$ cat config.mk
export PLATFORM = sky130hd
export DESIGN_NAME = draw_sprite_line
export DESIGN_NICKNAME = d
export VERILOG_FILES = /design/src/rtl/sprite_pkg.sv /design/src/rtl/sprite_row_shifter.sv /design/src/rtl/draw_sprite_line.sv
export SDC_FILE = /design/constraint.sdc
export NUM_CORES = 1
export LEC_CHECK = 0
export ABC_CLOCK_PERIOD_IN_PS = 3350
export BUFFER_PORTS_ARGS = -buffer_cell sky130_fd_sc_hd__buf_4
export CORE_AREA = 2 2 142 144
export CTS_CLUSTER_DIAMETER = 80
export CTS_CLUSTER_SIZE = 40
export DETAILED_ROUTE_END_ITERATION = 16
export DIE_AREA = 0 0 144 146
export PLACE_DENSITY = 0.77
export SKIP_CTS_REPAIR_TIMING = 1
export SLEW_MARGIN = 20
export SYNTH_ARGS = -nofsm -noshare
export SYNTH_HDL_FRONTEND = slang
export SYNTH_HIERARCHICAL = 1
export SYNTH_SLANG_ARGS = --single-unit
$ cat constraint.sdc
create_clock -name i_clk -period 3.35 [get_ports i_clk]
set_input_delay 0.1675 -clock i_clk [delete_from_list [all_inputs] [get_ports i_clk]]
set_output_delay 0.1675 -clock i_clk [all_outputs]
set_load 0.005 [all_outputs]
$ cat src/rtl/sprite_pkg.sv
// rtl/sprite_pkg.sv - shared OAM field layout, sprite geometry and draw FSM states
package sprite_pkg;

  localparam int ENABLE_BIT  = 31;
  localparam int YFLIP_BIT   = 30;
  localparam int XFLIP_BIT   = 29;
  localparam int PRIO_BIT    = 28;
  localparam int YPOS_MSB    = 27;
  localparam int YPOS_LSB    = 18;
  localparam int XPOS_MSB    = 17;
  localparam int XPOS_LSB    = 8;
  localparam int REF_MSB     = 7;
  localparam int REF_LSB     = 0;
  localparam int SPRITE_SIZE = 16;

  typedef enum logic [2:0] {
    ST_IDLE,
    ST_SCAN,
    ST_OAM_WAIT,
    ST_SPR_WAIT,
    ST_DRAW,
    ST_DONE
  } draw_state_t;

  // Only the low nibble of (line - ypos) matters, so the subtraction is done at 4 bits.
  function automatic logic [3:0] sprite_row(input logic [3:0] line_lo,
                                            input logic [3:0] ypos_lo,
                                            input logic       yflip);
    logic [3:0] diff;
    diff = line_lo - ypos_lo;
    return yflip ? ~diff : diff;
  endfunction

endpackage

$ cat src/rtl/sprite_row_shifter.sv
// rtl/sprite_row_shifter.sv - 16-pixel row shift register with x-flip pixel order
module sprite_row_shifter
  import sprite_pkg::*;
(
  input  logic                       i_clk,
  input  logic                       i_reset,
  input  logic                       i_load,
  input  logic                       i_step,
  input  logic                       i_xflip,
  input  logic [4*SPRITE_SIZE-1:0]   i_row,
  output logic [3:0]                 o_pixel,
  output logic                       o_opaque,
  output logic [3:0]                 o_count,
  output logic                       o_last
);

  logic [4*SPRITE_SIZE-1:0] r_row;
  logic [3:0]               r_count;

  // A flipped row is consumed from the top nibble down, a normal row from the bottom up.
  always_ff @(posedge i_clk or posedge i_reset) begin
    if (i_reset) begin
      r_row   <= '0;
      r_count <= '0;
    end else if (i_load) begin
      r_row   <= i_row;
      r_count <= '0;
    end else if (i_step) begin
      r_row   <= i_xflip ? {r_row[4*SPRITE_SIZE-5:0], 4'h0} : {4'h0, r_row[4*SPRITE_SIZE-1:4]};
      r_count <= r_count + 4'd1;
    end
  end

  assign o_pixel  = i_xflip ? r_row[4*SPRITE_SIZE-1 -: 4] : r_row[3:0];
  assign o_opaque = |o_pixel;
  assign o_count  = r_count;
  assign o_last   = (r_count == 4'(SPRITE_SIZE - 1));

endmodule

$ cat src/rtl/draw_sprite_line.sv
// rtl/draw_sprite_line.sv - walks the per-line sprite buffer and writes opaque pixels to the scanline buffer
module draw_sprite_line
  import sprite_pkg::*;
#(
  parameter int MAX_OBJECT_PER_LINE = 32,
  parameter int OAM_ADDR_SIZE       = 6,
  parameter int LINE_WIDTH          = 640
) (
  input  logic                                            i_clk,
  input  logic                                            i_reset,
  input  logic [MAX_OBJECT_PER_LINE-1:0][OAM_ADDR_SIZE:0] i_buffer_array,
  input  logic                                            i_line_prepared,
  input  logic [9:0]                                      i_sy,
  output logic [OAM_ADDR_SIZE-1:0]                        o_oam_addr,
  input  logic [31:0]                                     i_oam_data,
  output logic [11:0]                                     o_sprite_addr,
  input  logic [63:0]                                     i_sprite_data,
  output logic                                            o_linebuf_we,
  output logic [9:0]                                      o_linebuf_addr,
  output logic [4:0]                                      o_linebuf_data,
  output logic                                            o_line_done
);

  localparam int IDX_W = $clog2(MAX_OBJECT_PER_LINE);

  draw_state_t              r_state;
  logic [9:0]               r_drawn_sy;
  logic [IDX_W-1:0]         r_idx;
  logic [9:0]               r_xpos;
  logic                     r_xflip;
  logic                     r_prio;
  logic [OAM_ADDR_SIZE-1:0] r_oam_addr;
  logic [11:0]              r_sprite_addr;
  logic                     r_linebuf_we;
  logic [9:0]               r_linebuf_addr;
  logic [4:0]               r_linebuf_data;
  logic                     r_line_done;

  logic [OAM_ADDR_SIZE:0]   w_entry;
  logic                     w_sy_changed;
  logic                     w_walking;
  logic [3:0]               w_pixel;
  logic                     w_opaque;
  logic [3:0]               w_count;
  logic                     w_last;
  logic [10:0]              w_x;
  logic                     w_in_line;
  logic                     w_unused;

  assign w_entry      = i_buffer_array[r_idx];
  assign w_sy_changed = (i_sy != r_drawn_sy);
  assign w_walking    = (r_state != ST_IDLE) && (r_state != ST_DONE);
  assign w_x          = {1'b0, r_xpos} + {7'b0, w_count};
  assign w_in_line    = (w_x < 11'(LINE_WIDTH));
  assign w_unused     = ^{i_oam_data[ENABLE_BIT], i_oam_data[YPOS_MSB:YPOS_LSB+4]};

  sprite_row_shifter u_shifter (
    .i_clk    (i_clk),
    .i_reset  (i_reset),
    .i_load   (r_state == ST_SPR_WAIT),
    .i_step   (r_state == ST_DRAW),
    .i_xflip  (r_xflip),
    .i_row    (i_sprite_data),
    .o_pixel  (w_pixel),
    .o_opaque (w_opaque),
    .o_count  (w_count),
    .o_last   (w_last)
  );

  always_ff @(posedge i_clk or posedge i_reset) begin
    if (i_reset) begin
      r_state        <= ST_IDLE;
      r_drawn_sy     <= 10'h3FF;
      r_idx          <= '0;
      r_xpos         <= '0;
      r_xflip        <= 1'b0;
      r_prio         <= 1'b0;
      r_oam_addr     <= '0;
      r_sprite_addr  <= '0;
      r_linebuf_we   <= 1'b0;
      r_linebuf_addr <= '0;
      r_linebuf_data <= '0;
      r_line_done    <= 1'b0;
    end else begin
      r_linebuf_we <= 1'b0;
      r_line_done  <= 1'b0;
      // A new line request mid-walk abandons the current one; earlier writes stay put.
      if (w_walking && w_sy_changed) begin
        r_state <= ST_IDLE;
      end else begin
        case (r_state)
          ST_IDLE: begin
            if (i_line_prepared && w_sy_changed) begin
              r_drawn_sy <= i_sy;
              r_idx      <= IDX_W'(MAX_OBJECT_PER_LINE - 1);
              r_state    <= ST_SCAN;
            end
          end
          ST_SCAN: begin
            if (w_entry[0]) begin
              r_oam_addr <= w_entry[OAM_ADDR_SIZE:1];
              r_state    <= ST_OAM_WAIT;
            end else if (r_idx == '0) begin
              r_state <= ST_DONE;
            end else begin
              r_idx <= r_idx - IDX_W'(1);
            end
          end
          ST_OAM_WAIT: begin
            r_sprite_addr <= {i_oam_data[REF_MSB:REF_LSB],
                              sprite_row(r_drawn_sy[3:0], i_oam_data[YPOS_LSB+3:YPOS_LSB],
                                         i_oam_data[YFLIP_BIT])};
            r_xpos        <= i_oam_data[XPOS_MSB:XPOS_LSB];
            r_xflip       <= i_oam_data[XFLIP_BIT];
            r_prio        <= i_oam_data[PRIO_BIT];
            r_state       <= ST_SPR_WAIT;
          end
          ST_SPR_WAIT: begin
            r_state <= ST_DRAW;
          end
          ST_DRAW: begin
            r_linebuf_we   <= w_opaque && w_in_line;
            r_linebuf_addr <= w_x[9:0];
            r_linebuf_data <= {r_prio, w_pixel};
            if (w_last) begin
              if (r_idx == '0) begin
                r_state <= ST_DONE;
              end else begin
                r_idx   <= r_idx - IDX_W'(1);
                r_state <= ST_SCAN;
              end
            end
          end
          ST_DONE: begin
            if (w_sy_changed) r_state <= ST_IDLE;
            else              r_line_done <= 1'b1;
          end
          default: r_state <= ST_IDLE;
        endcase
      end
    end
  end

  assign o_oam_addr     = r_oam_addr;
  assign o_sprite_addr  = r_sprite_addr;
  assign o_linebuf_we   = r_linebuf_we;
  assign o_linebuf_addr = r_linebuf_addr;
  assign o_linebuf_data = r_linebuf_data;
  assign o_line_done    = r_line_done;

endmodule

* After elaboration in Yosys (flattened, before gate mapping)
Index checks and enable logic that the tools add are counted.
** Operators by class
- Equality and inequality tests :: 15
- Mux-type cells :: 27
- $lt $le $gt $ge :: 2
- Bitwise logic cells :: 2
- Reductions and logical operators :: 16
- $add $sub $neg :: 4
** Operator list (count)
- $mux 64 :: 3
- $bmux 7 s5 :: 1
- $mux 3 :: 7
- $mux 5 :: 4
- $pmux 3 s6 :: 1
- $mux 4 :: 4
- $pmux 5 s3 :: 1
- $ne 3x3->1 const B :: 4
- $add 10x4->11 :: 1
- $lt 11x10->1 const B :: 1
- $ne 10x10->1 :: 1
- $mux 7 :: 1
- $eq 3x2->1 const B :: 2
- $eq 3x3->1 const B :: 2
- $lt 5x6->1 const B :: 1
- $ne 2x2->1 const B :: 3
- $reduce_and 3->1 :: 2
- $reduce_bool 3->1 :: 2
- $logic_not 5->1 :: 1
- $mux 1 :: 5
- $reduce_and 5->1 :: 1
- $sub 5x1->5 const B :: 1
- $add 4x1->4 const B :: 1
- $eq 4x4->1 const B :: 1
- other kinds (11) :: 15
** Storage, ports and cells
- Flip-flop bits (word level) :: 133
- Word-level logic and storage cells :: 80
- Output and inout bits :: 35

* Depth between registers and ports, before layout
Gate-level depths: netlist of the first run.
- Depth in word-level cells :: 5
- Gate-level depth with buffers :: 11
- Depth with buffers taken out :: 9

* Modules after synthesis
Netlist of the first run, hierarchy kept.
** Modules (own cells, without submodules)
- draw_sprite_line :: area an instance 5103.6 um^2, cells each 407, times used 1, sequential area each 1639.1 um^2
- sprite_row_shifter :: area an instance 3932.5 um^2, cells each 381, times used 1, sequential area each 1701.6 um^2

* Least setup slack after synthesis of the first run
Ideal clock, no wire load.
- Path kind :: register to register
- Start point :: reg r_idx[0]
- End point :: reg r_idx[0]
- Clock period less this slack :: 2432 ps
- Buffers on the path :: 3
- Setup time :: 125 ps
- Cell stages (with the launch flop) :: 12
- Data arrival time :: 2307 ps
- Required time :: 3225 ps
- Path slack :: 918 ps
- Cell sequence :: dfrtp_1 -> buf_6 -> buf_6 -> buf_2 -> inv_1 -> ha_1 -> nor4b_1 -> a21oi_1 -> nor2_1 -> nor2_1 -> and3_1 -> mux2_2
** On the way
- Word-level cells in the longest chain between the ends :: 4
- Elaborated cells between the ends (all ways) :: 10
** Ends and longest elaborated chain
- start, declared :: RTL line draw_sprite_line.sv:28 : logic [IDX_W-1:0] r_idx;
- start signal, assigned :: RTL line draw_sprite_line.sv:95 : r_idx <= IDX_W'(MAX_OBJECT_PER_LINE - 1);
- start signal, assigned :: RTL line draw_sprite_line.sv:106 : r_idx <= r_idx - IDX_W'(1);
- start signal, assigned :: RTL line draw_sprite_line.sv:129 : r_idx <= r_idx - IDX_W'(1);
- $bmux 7 s5 (tied with other cells) :: RTL line draw_sprite_line.sv:50 : assign w_entry = i_buffer_array[r_idx];
- $mux 7 (implied by the code) or $mux 5 (tied branches) :: RTL line draw_sprite_line.sv:50, draw_sprite_line.sv:103, draw_sprite_line.sv:126
- $ne 2x2->1 (no source line) (tied with other cells)
- $reduce_and 5->1 (no source line) or $pmux 5 s3 (tied branches)
Parallel ways exist; a longest one is shown, timed or not. The select of a mux whose other input is x is not followed.
A chain may end at the register's enable or synchronous reset.

* Final worst setup path of the first run
- Start point :: reg r_idx[0]
- End point :: reg r_oam_addr[4], in the netlist o_oam_addr[4]
** On the way
- Word-level cells in the longest chain between the ends :: 3
** Ends and longest elaborated chain
- $bmux 7 s5 (*) :: RTL line draw_sprite_line.sv:50
- $mux 7 (implied by the code) (*) :: RTL line draw_sprite_line.sv:50
- $reduce_and 3->1 (no source line)
- end signal, assigned :: RTL line draw_sprite_line.sv:101 : r_oam_addr <= w_entry[OAM_ADDR_SIZE:1];
- end, declared :: RTL line draw_sprite_line.sv:32 : logic [OAM_ADDR_SIZE-1:0] r_oam_addr;
Every way passes the cells marked *; elsewhere a longest branch is shown, timed or not. The select of a mux whose other input is x is not followed.

==> results of run 1 <==
## Yosys cell counts (all sizes together), types with 2 or more instances
cell type  number
nand4           6
clkbuf         32
nand3b          7
nor3b           3
a21oi           9
o21ai          19
nand2          82
mux4           65
or3b           57
mux2i          60
xnor2          12
ha             10
nor3            6
o221ai          2
nand3          14
dfrtp         123
o211ai         57
nor4            4
nor2           18
buf            33
fa              2
or2             2
a211oi          3
and3            7
nor4b           2
mux2           55
a31oi          13
dfstp          10
inv            16
a21o            4
xor2           14
nand2b         10
nor2b          13
## layout make-up
class	count	area, µm²	area share
diodes	4	10.01	0.0007589
repair buffers	441	3456	0.2620
flip-flops and latches	133	3349	0.2540
well taps	265	331.6	0.02514
multi-input cells	574	5315	0.4030
clock buffers	20	466.7	0.03539
inverters	16	60.06	0.004554
clock inverters	12	200.2	0.01518
## worst min-delay path: stages
cell      delay, ns
buf_4          0.07
nand2_1        0.04
o211ai_1       0.07
## report_power, final
group | internal (mW) | switching, mW | total [mW]
logic | 1.70 | 1.22 | 2.92
clock network | 1.38 | 0.711 | 2.09
registers | 1.99 | 0.469 | 2.46
total | 5.08 | 2.40 | 7.47
## stage by stage
| step | util | hold WS, ns | worst slack (ns) |
|---|---|---|---|
| final | 0.6821 | -0.03110 | 0.5547 |
| after global routing | 0.6817 | -0.005006 | 0.3316 |
| after CTS | 0.6516 | -0.2208 | 0.5244 |
| after detailed placement | 0.6171 | 0.2304 | 0.5254 |
| after global placement | 0.6171 | 0.2283 | 0.5522 |
| after floorplan | - | 0.2761 | 0.9180 |
## registers in the layout (all words and copies together), names as in the netlist
name	count
o_linebuf_we	1
o_linebuf_data	5
o_linebuf_addr	10
r_xflip	1
r_state	3
r_drawn_sy	10
r_idx	5
r_prio	1
o_oam_addr	6
o_line_done	1
u_shifter/o_count	4
r_xpos	10
u_shifter/r_row	64
o_sprite_addr	12
## how the worst min path moves through the flow
stage,startpoint,endpoint,slack [ns],cells past startpoint
after floorplan,i_sy[0],r_drawn_sy[0],0.28,2
after global placement,i_reset,r_idx[3],0.23,2
after detailed placement,i_reset,r_idx[3],0.23,2
after CTS,i_reset,o_oam_addr[0],-0.22,2
after global routing,i_sprite_data[58],u_shifter/r_row[58],-0.005,3
final,i_sprite_data[48],u_shifter/r_row[48],-0.03,3
## layout by cell type, fill, tap and decap left out, types with 7 or more instances in the layout
cell,synthesis,routed
buf_4,11,383
dfrtp_1,123,120
nand2_1,82,82
mux4_2,65,65
mux2i_1,60,60
dlygate4sd3_1,0,58
or3b_2,57,57
o211ai_1,57,57
mux2_2,46,46
o21ai_0,19,19
nor2_1,18,18
clkbuf_16,0,17
xor2_1,14,14
inv_1,16,14
nor2b_1,13,13
nand3_1,13,13
a31oi_1,13,13
xnor2_1,12,12
nand2b_1,10,10
ha_1,10,10
dfstp_2,10,10
a21oi_1,9,9
and3_1,7,7
mux2_1,7,7
nand3b_1,7,7
## logic make-up (layout without fill, tap and decap cells)
logic type | Yosys count | in the layout | synth area share
AND/OR/NAND/NOR | 237 | 237 | 0.1547
multiplexers | 180 | 180 | 0.2978
flip-flops | 133 | 133 | 0.3697
AO/OA/AOI/OAI | 119 | 119 | 0.09153
buffers and inverters | 81 | 489 | 0.04279
XOR/XNOR | 26 | 26 | 0.02520
adder cells (fa/ha/maj) | 12 | 12 | 0.01828
other | 0 | 4 | 0
## metal layers
layer	vias to the layer above	track usage	wire [µm]	share of wire
met5	-	0	53	0.0017
met4	8	0.1147	1012	0.032
met3	63	0.08885	2465	0.078
met2	326	0.4971	15990	0.50
met1	3921	0.3666	12190	0.38
li1	3775	-	-	-
==> run metrics, run 1 <==
Reg-to-Reg End=o_oam_addr[4]; share of the synthesized area in the top cell type=0.3406; Hold/Removal Path Class=input port to register; final setup fails=0; clock latency on the worst-skew pair=0.42 ns; Worst Setup End Kind=register; fin cells=1,465; H-tree levels=4; PD cells=roughly 570 nW/µm²; CTS tree=done; delay-heaviest family, CP=multiplexers; Syn Area/Cell=about 11 µm²; Ports=approximately 370; GPL Wtd Cong=about 0.9; Synth Instances=788; beginning of the critical path=r_idx[0]; minimum clock period=around 2.8 ns; Placement Cell Area=~12,000 µm²; Hold Slack=-0.03110 ns; Startpoint Class=register; Initial Util=0.4674; Total Wirelength=between 30,000 and 40,000 µm; Worst Tran Pin Value=0.8905 ns; TritonCTS buffer count=17; GRT overflow=0; gr usage total=0.2996; Routed Antenna Nets=0; crit path DAT=3.11 ns; first-pass GRT wire length=47,060 µm; Max Cap Viol=0; P&R area growth vs syn=45.96%; Placed Cells incl. Taps=~1,400; vias per std cell=roughly 5.5; FMAX=between 0.3 and 0.4 GHz; Final Cycle Share=0.8344; Rows=between 50 and 60; IO buf count=360; R2R Setup Slk=between 0.5 and 0.6 ns; Worst-path clk slew=around 0.06 ns; total power=approximately 7.5 mW; ys flop type=dfrtp_1; ys async rst share=1.000; WP data required=roughly 3.7 ns; Root Buffer=clkbuf_16; Crit path depth=5; Core Box Area=19,330 µm²; Post-synth EDFFs=0; Buf/Inv on CP=1; initial antenna violation count=7; via total after detailed routing=roughly 8,000; Seq/Total Area, Yosys=0.3697; CP Class=register to register; synthesized area=9036 µm²; IR drop worst, VDD=0.2807 mV; number of remaining DRC errors=0; die footprint=21,020 µm²; Clock Skews=0.009073 ns; Leak=~6 nW; # nets final=1,528; CP endpoint=o_oam_addr[4]; syn nets=between 1,000 and 1,500; slowest CP cell=dfrtp_4; WL/cell=21.65 µm; largest net degree at the start of global routing=slightly below 70; worst-path fanout max=29; violated checks=negative hold slack; Setup TNS=0 ns; Synth area leaders=dfrtp_1, mux4_2, mux2i_1; Yosys cell types=59; Reg-to-Reg Start=r_idx[0]; max-slew violations=0; initial DRC count=approximately 640; status=complete, but fails checks; post-synthesis register bit count=133; Finished Cell Area=~13,000 µm²; fill count=between 1,000 and 1,500; Die Y=146 µm; HPWL Detailed=approximately 24,000 µm; CTS sink cnt=~130; R2R depth=5; RSZ-0062 raised after global routing=no; share of cells above drive strength 1=0.5092; Rel. slew slack=0.4063; Die W=~140 µm; vias in the first global route=8,303; post-synth top area cell=dfrtp_1; Final Hold Fails=19; Syn. warnings=6; CP max stage delay=roughly 0.77 ns; sequence of cells on the critical path=buf_4 -> mux4_2 -> mux4_2 -> mux2_2 -> mux2_2; Max Root-Sink Buffers=2; DRT Pass-1 Iters=5
Power figures use the tool's default switching activity.
==> run 2: changes to the inputs <==
--- a/config.mk
+++ b/config.mk
@@ -5,14 +5,14 @@
 export SDC_FILE = /design/constraint.sdc
 export NUM_CORES = 1
 export LEC_CHECK = 0
-export ABC_CLOCK_PERIOD_IN_PS = 3350
+export ABC_CLOCK_PERIOD_IN_PS = 2300
 export BUFFER_PORTS_ARGS = -buffer_cell sky130_fd_sc_hd__buf_4
-export CORE_AREA = 2 2 142 144
+export CORE_MARGIN = 2
+export CORE_UTILIZATION = 45
 export CTS_CLUSTER_DIAMETER = 80
 export CTS_CLUSTER_SIZE = 40
 export DETAILED_ROUTE_END_ITERATION = 16
-export DIE_AREA = 0 0 144 146
-export PLACE_DENSITY = 0.77
+export PLACE_DENSITY = 0.78
 export SKIP_CTS_REPAIR_TIMING = 1
 export SLEW_MARGIN = 20
 export SYNTH_ARGS = -nofsm -noshare
==> constraint.sdc (replaced) <==
create_clock -name i_clk -period 2.3 [get_ports i_clk]
set_input_delay 0.115 -clock i_clk [delete_from_list [all_inputs] [get_ports i_clk]]
set_output_delay 0.115 -clock i_clk [all_outputs]
set_load 0.005 [all_outputs]
==> run metrics, run 2 (same netlist as run 1, synthesis figures left out) <==
WP data required=2.61 ns (-1.05 ns); worst setup margin=-0.1159 ns (-0.6706 ns); status=complete, but fails checks; fill count=1,375 (-4.7%); H-tree levels=4 (unchanged); Largest Register=u_shifter/r_row; number of remaining DRC errors=0 (unchanged); IO buf count=360 (unchanged); worst-path fanout max=6 (-79%); first-pass GRT wire length=51,080 µm (+8.5%); GPL Wtd Cong=0.9825 (+10%); CP Class=register to register; Hold/Removal Path Class=input port to register; Rel. slew slack=0.4474 (+0.04105); via total after detailed routing=8,831 (+9.1%); multi-input logic area=5404 µm² (+1.7%); CTS sink cnt=133 (unchanged); RSZ-0062 raised after global routing=yes; Startpoint Class=register; final setup fails=7 (+7); WL/cell=24.06 µm (+11%); Max Root-Sink Buffers=2 (unchanged); Leak=6.242 nW (+6.5%); Placement Cell Area=12,210 µm² (+2.4%); Die Y=145.7 µm (-0.20%); clock latency on the worst-skew pair=0.42 ns (about the same); total power=11.50 mW (+54%); max-slew violations=0 (unchanged); largest net degree at the start of global routing=64 (-7.2%); share of cells above drive strength 1=0.5124 (+0.003153); initial antenna violation count=10 (+3); HPWL Detailed=27,780 µm (+14%); max reg flops=64 (unchanged); Final Cycle Share=1.050 (+0.2160); Worst Tran Pin Value=0.8271 ns (-0.06336 ns); violated checks=negative hold slack, negative setup slack; most frequent cells in the layout=buf_4, dfrtp_1, dlygate4sd3_1; initial DRC count=753 (+18%); sequential cell area=3349 µm² (unchanged); Die W=145.7 µm (+1.2%); P&R area growth vs syn=54.57%; CTS tree=done; Worst-path clk slew=0.06 ns (about the same); Final Hold Fails=1 (-18); IR drop worst, VDD=0.4009 mV (+43%); Rows=51 (unchanged); Hold Slack=-0.01829 ns (+0.01281 ns); Max Cap Viol=0 (unchanged); Core Box Area=19,590 µm² (+1.3%); PD cells=823.7 nW/µm² (+45%); Finished Cell Area=13,970 µm² (+5.9%); die footprint=21,230 µm² (+0.98%); gr usage total=0.3225 (+0.02295); minimum clock period=2.416 ns (-0.3794 ns); vias in the first global route=8,512 (+2.5%); GRT overflow=0 (unchanged); crit path DAT=2.72 ns (-0.39 ns); Clock Skews=0.01040 ns (+0.001323 ns); # nets final=1,589 (+4.0%); commonest non-fill, non-tap cell in the layout=buf_4; Root Buffer=clkbuf_16; DRT Pass-1 Iters=5 (unchanged); Routed Antenna Nets=0 (unchanged); Ports=368 (unchanged); Initial Util=0.4613 (-0.006089); vias per std cell=5.779 (+4.6%); FMAX=0.4139 GHz (+16%); TritonCTS buffer count=17 (unchanged); Worst Setup End Kind=register; Total Wirelength=36,760 µm (+16%)
run 2: changes by cell type in the layout (fill, tap and decap cells not counted), sizes merged:
cell | before | now
diode | 4 | 8
dlygate4sd3 | 58 | 91
clkbuf | 20 | 24
clkinvlp | 3 | 1
bufinv | 5 | 4
clkinv | 4 | 3
buf | 383 | 409
run 2: path summary, 6_finish.rpt:
path / start / end / slack, ns / depth (start not counted)
worst max register to register: r_idx[0] / o_oam_addr[4] / -0.12 / 6
max in group asynchronous: i_reset / o_sprite_addr[2] / 1.21 / 4
worst max-delay path: r_idx[0] / o_oam_addr[4] / -0.12 / 6
worst min register to register: o_sprite_addr[2] / o_sprite_addr[2] / 0.48 / 2
worst min-delay path: i_sprite_data[61] / u_shifter/r_row[61] / -0.02 / 3
min in group asynchronous: i_reset / r_idx[3] / 0.36 / 3
run 2: area by class of cell:
type	count	share of cell area
flip-flops and latches	133	0.2398
repair buffers	502	0.2998
clock inverters	8	0.01075
diodes	8	0.001433
multi-input cells	574	0.3869
inverters	16	0.004300
well taps	265	0.02374
clock buffers	22	0.03323
run 2: power by group:
part           switching (mW)  internal, mW  leakage (nW)
clock network            1.02          1.86         0.296
logic                    2.19          2.97          4.18
registers               0.556          2.91          1.76
run 2: per-stage QoR:
stage | worst slack (ns) | TNS [ns] | instances | hold slack, ns | util
floorplan | 0.009979 | 0 | 788 | 0.2236 | -
global route | -0.1593 | -1.046 | 1527 | 0.001665 | 0.7128
detailed placement | -0.1635 | -0.7360 | 1391 | 0.2538 | 0.6234
CTS | -0.1744 | -0.8004 | 1421 | -0.1921 | 0.6548
global placement | -0.09669 | -0.4797 | 1391 | 0.2479 | 0.6234
finish | -0.1159 | -0.6470 | 1528 | -0.01829 | 0.7130
run 2: per-layer routing:
metal  vias to the layer above  part of all wire  global-route usage
met4                         0             0.039              0.1417
met2                       475              0.50              0.5193
li1                       3902                 -                   -
met1                      4367              0.38              0.4218
met5                         -                 0                   0
met3                        87             0.076             0.06897
run 2: worst max-delay path, cell delays in order, from the launching register on:
cell and delay, ns:
dfrtp_4 0.49, buf_12 0.16, clkbuf_16 0.16, mux4_2 0.49, mux4_2 0.48, mux2_4 0.27
mux2_2 0.25
==> run 3: changes to the inputs <==
--- a/config.mk
+++ b/config.mk
@@ -13,6 +13,7 @@
 export CTS_CLUSTER_SIZE = 40
 export DETAILED_ROUTE_END_ITERATION = 16
 export PLACE_DENSITY = 0.78
+export RECOVER_POWER = 25
 export SKIP_CTS_REPAIR_TIMING = 1
 export SLEW_MARGIN = 20
 export SYNTH_ARGS = -nofsm -noshare
==> run metrics, run 3 (same netlist as run 1, synthesis figures left out) <==
sequential share of power=0.301 (about the same); WL/cell=24.09 µm (+0.14%); Die Y=145.7 µm (unchanged); commonest non-fill, non-tap cell in the layout=buf_4; Leak=6.216 nW (-0.42%); Startpoint Class=register; Worst Tran Pin Value=1.131 ns (+0.3035 ns); Placed Cells incl. Taps=1,391 (unchanged); HPWL Detailed=27,780 µm (unchanged); max-slew violations=0 (unchanged); first-pass GRT wire length=51,080 µm (unchanged); worst-path fanout max=6 (unchanged); Worst-path clk slew=0.06 ns (about the same); Finished Cell Area=13,950 µm² (-0.11%); Largest Register=u_shifter/r_row; via total after detailed routing=8,835 (+0.045%); GPL Wtd Cong=0.9825 (unchanged); P&R area growth vs syn=54.40%; Setup TNS=-0.6389 ns (+0.008126 ns); clock network power share=0.250 (about the same); WP data required=2.61 ns (about the same); TritonCTS buffer count=17 (unchanged); FMAX=0.4140 GHz (about the same); # nets final=1,589 (unchanged); initial DRC count=702 (-6.8%); Final Cycle Share=1.050 (about the same); violated checks=negative hold slack, negative setup slack; CTS tree=done; Die W=145.7 µm (unchanged); clock latency on the worst-skew pair=0.42 ns (about the same); GRT overflow=0 (unchanged); max reg flops=64 (unchanged); Rows=51 (unchanged); PD cells=824.0 nW/µm² (about the same); crit path DAT=2.72 ns (about the same); worst setup margin=-0.1156 ns (+0.0002960 ns); IR drop worst, VDD=0.4006 mV (about the same); vias in the first global route=8,512 (unchanged); gr usage total=0.3225 (unchanged); Ports=368 (unchanged); largest net degree at the start of global routing=64 (unchanged); share of cells above drive strength 1=0.5076 (-0.004781); IO buf count=360 (unchanged); status=complete, but fails checks; DRT Pass-1 Iters=5 (unchanged); Hold Slack=-0.01924 ns (-0.0009472 ns); Routed Antenna Nets=0 (unchanged); minimum clock period=2.416 ns (-0.0002960 ns); Final Hold Fails=1 (unchanged); Worst Setup End Kind=register; cell internal pwr=7.739 mW (about the same); RSZ-0062 raised after global routing=yes; Max Cap Viol=0 (unchanged); Hold/Removal Path Class=input port to register; Core Box Area=19,590 µm² (unchanged); CTS sink cnt=133 (unchanged); Initial Util=0.4613 (unchanged); Max Root-Sink Buffers=2 (unchanged); Total Wirelength=36,810 µm (+0.14%); Root Buffer=clkbuf_16; fin cells=1,528 (unchanged); most frequent cells in the layout=buf_4, dfrtp_1, dlygate4sd3_1; CP Class=register to register; Net Switching=3.758 mW (-0.13%); Placement Cell Area=12,210 µm² (unchanged); initial antenna violation count=10 (unchanged); H-tree levels=4 (unchanged); final setup fails=7 (unchanged); die footprint=21,230 µm² (unchanged); Rel. slew slack=0.2454 (-0.2020); Clock Skews=0.01068 ns (+0.0002846 ns); number of remaining DRC errors=0 (unchanged); Comb pwr share=0.448 (about the same); sw frac=0.3269 (about the same); vias per std cell=5.782 (about the same)
==> run 3: cell count changes in the layout (fill, tap and decap cells not counted), sizes merged <==
cell	previous run	this run
buf	409	385
clkbuf	24	48
==> run 3: final timing paths <==
path | startpoint | end | slack (ns) | cells past startpoint
setup / recovery | r_idx[0] | o_oam_addr[4] | -0.12 | 6
max in group asynchronous | i_reset | o_sprite_addr[2] | 0.82 | 4
min in group asynchronous | i_reset | r_idx[3] | 0.57 | 3
hold / removal | i_sprite_data[61] | u_shifter/r_row[61] | -0.02 | 3
hold reg to reg | o_sprite_addr[2] | o_sprite_addr[2] | 0.48 | 2
setup reg to reg | r_idx[0] | o_oam_addr[4] | -0.12 | 6
==> run 3: layout make-up <==
type | count | area, µm²
Timing Repair Buffer | 502 | 4173
Antenna cell | 8 | 20.02
Clock buffer | 22 | 464.2
Tap cell | 265 | 331.6
Fill cell | 1382 | 5638
Sequential cell | 133 | 3349
Multi-Input combinational cell | 574 | 5404
Clock inverter | 8 | 150.1
Inverter | 16 | 60.06
==> run 3: layer usage <==
metal / GRT usage / part of all wire
met5: 0 / 0
met4: 0.1417 / 0.040
met3: 0.06897 / 0.070
met2: 0.5193 / 0.50
met1: 0.4218 / 0.39
==> run 3: power by group through the flow <==
stage                     logic [mW]  registers (mW)  clock network (mW)
after floorplan                 3.32            3.20                   0
after detailed placement        4.51            3.47                   0
after global placement          4.40            3.44                   0
after CTS                       4.53            3.43                2.88
after global routing            5.52            3.52                3.00
final                           5.16            3.46                2.88
==> run 3: critical path: stages, from the launching register on <==
cell and delay [ns]:
dfrtp_4 0.49, buf_12 0.16, clkbuf_16 0.16, mux4_2 0.49, mux4_2 0.48, mux2_4 0.27, mux2_2 0.25
==> run 3: metrics by stage <==
stage | setup slack [ns] | util | power [mW]
final | -0.1156 | 0.7122 | 11.50
after global routing | -0.1593 | 0.7121 | 12.04
after CTS | -0.1744 | 0.6548 | 10.85
after detailed placement | -0.1635 | 0.6234 | 7.979
after global placement | -0.09669 | 0.6234 | 7.837
after floorplan | 0.009979 | - | 6.516
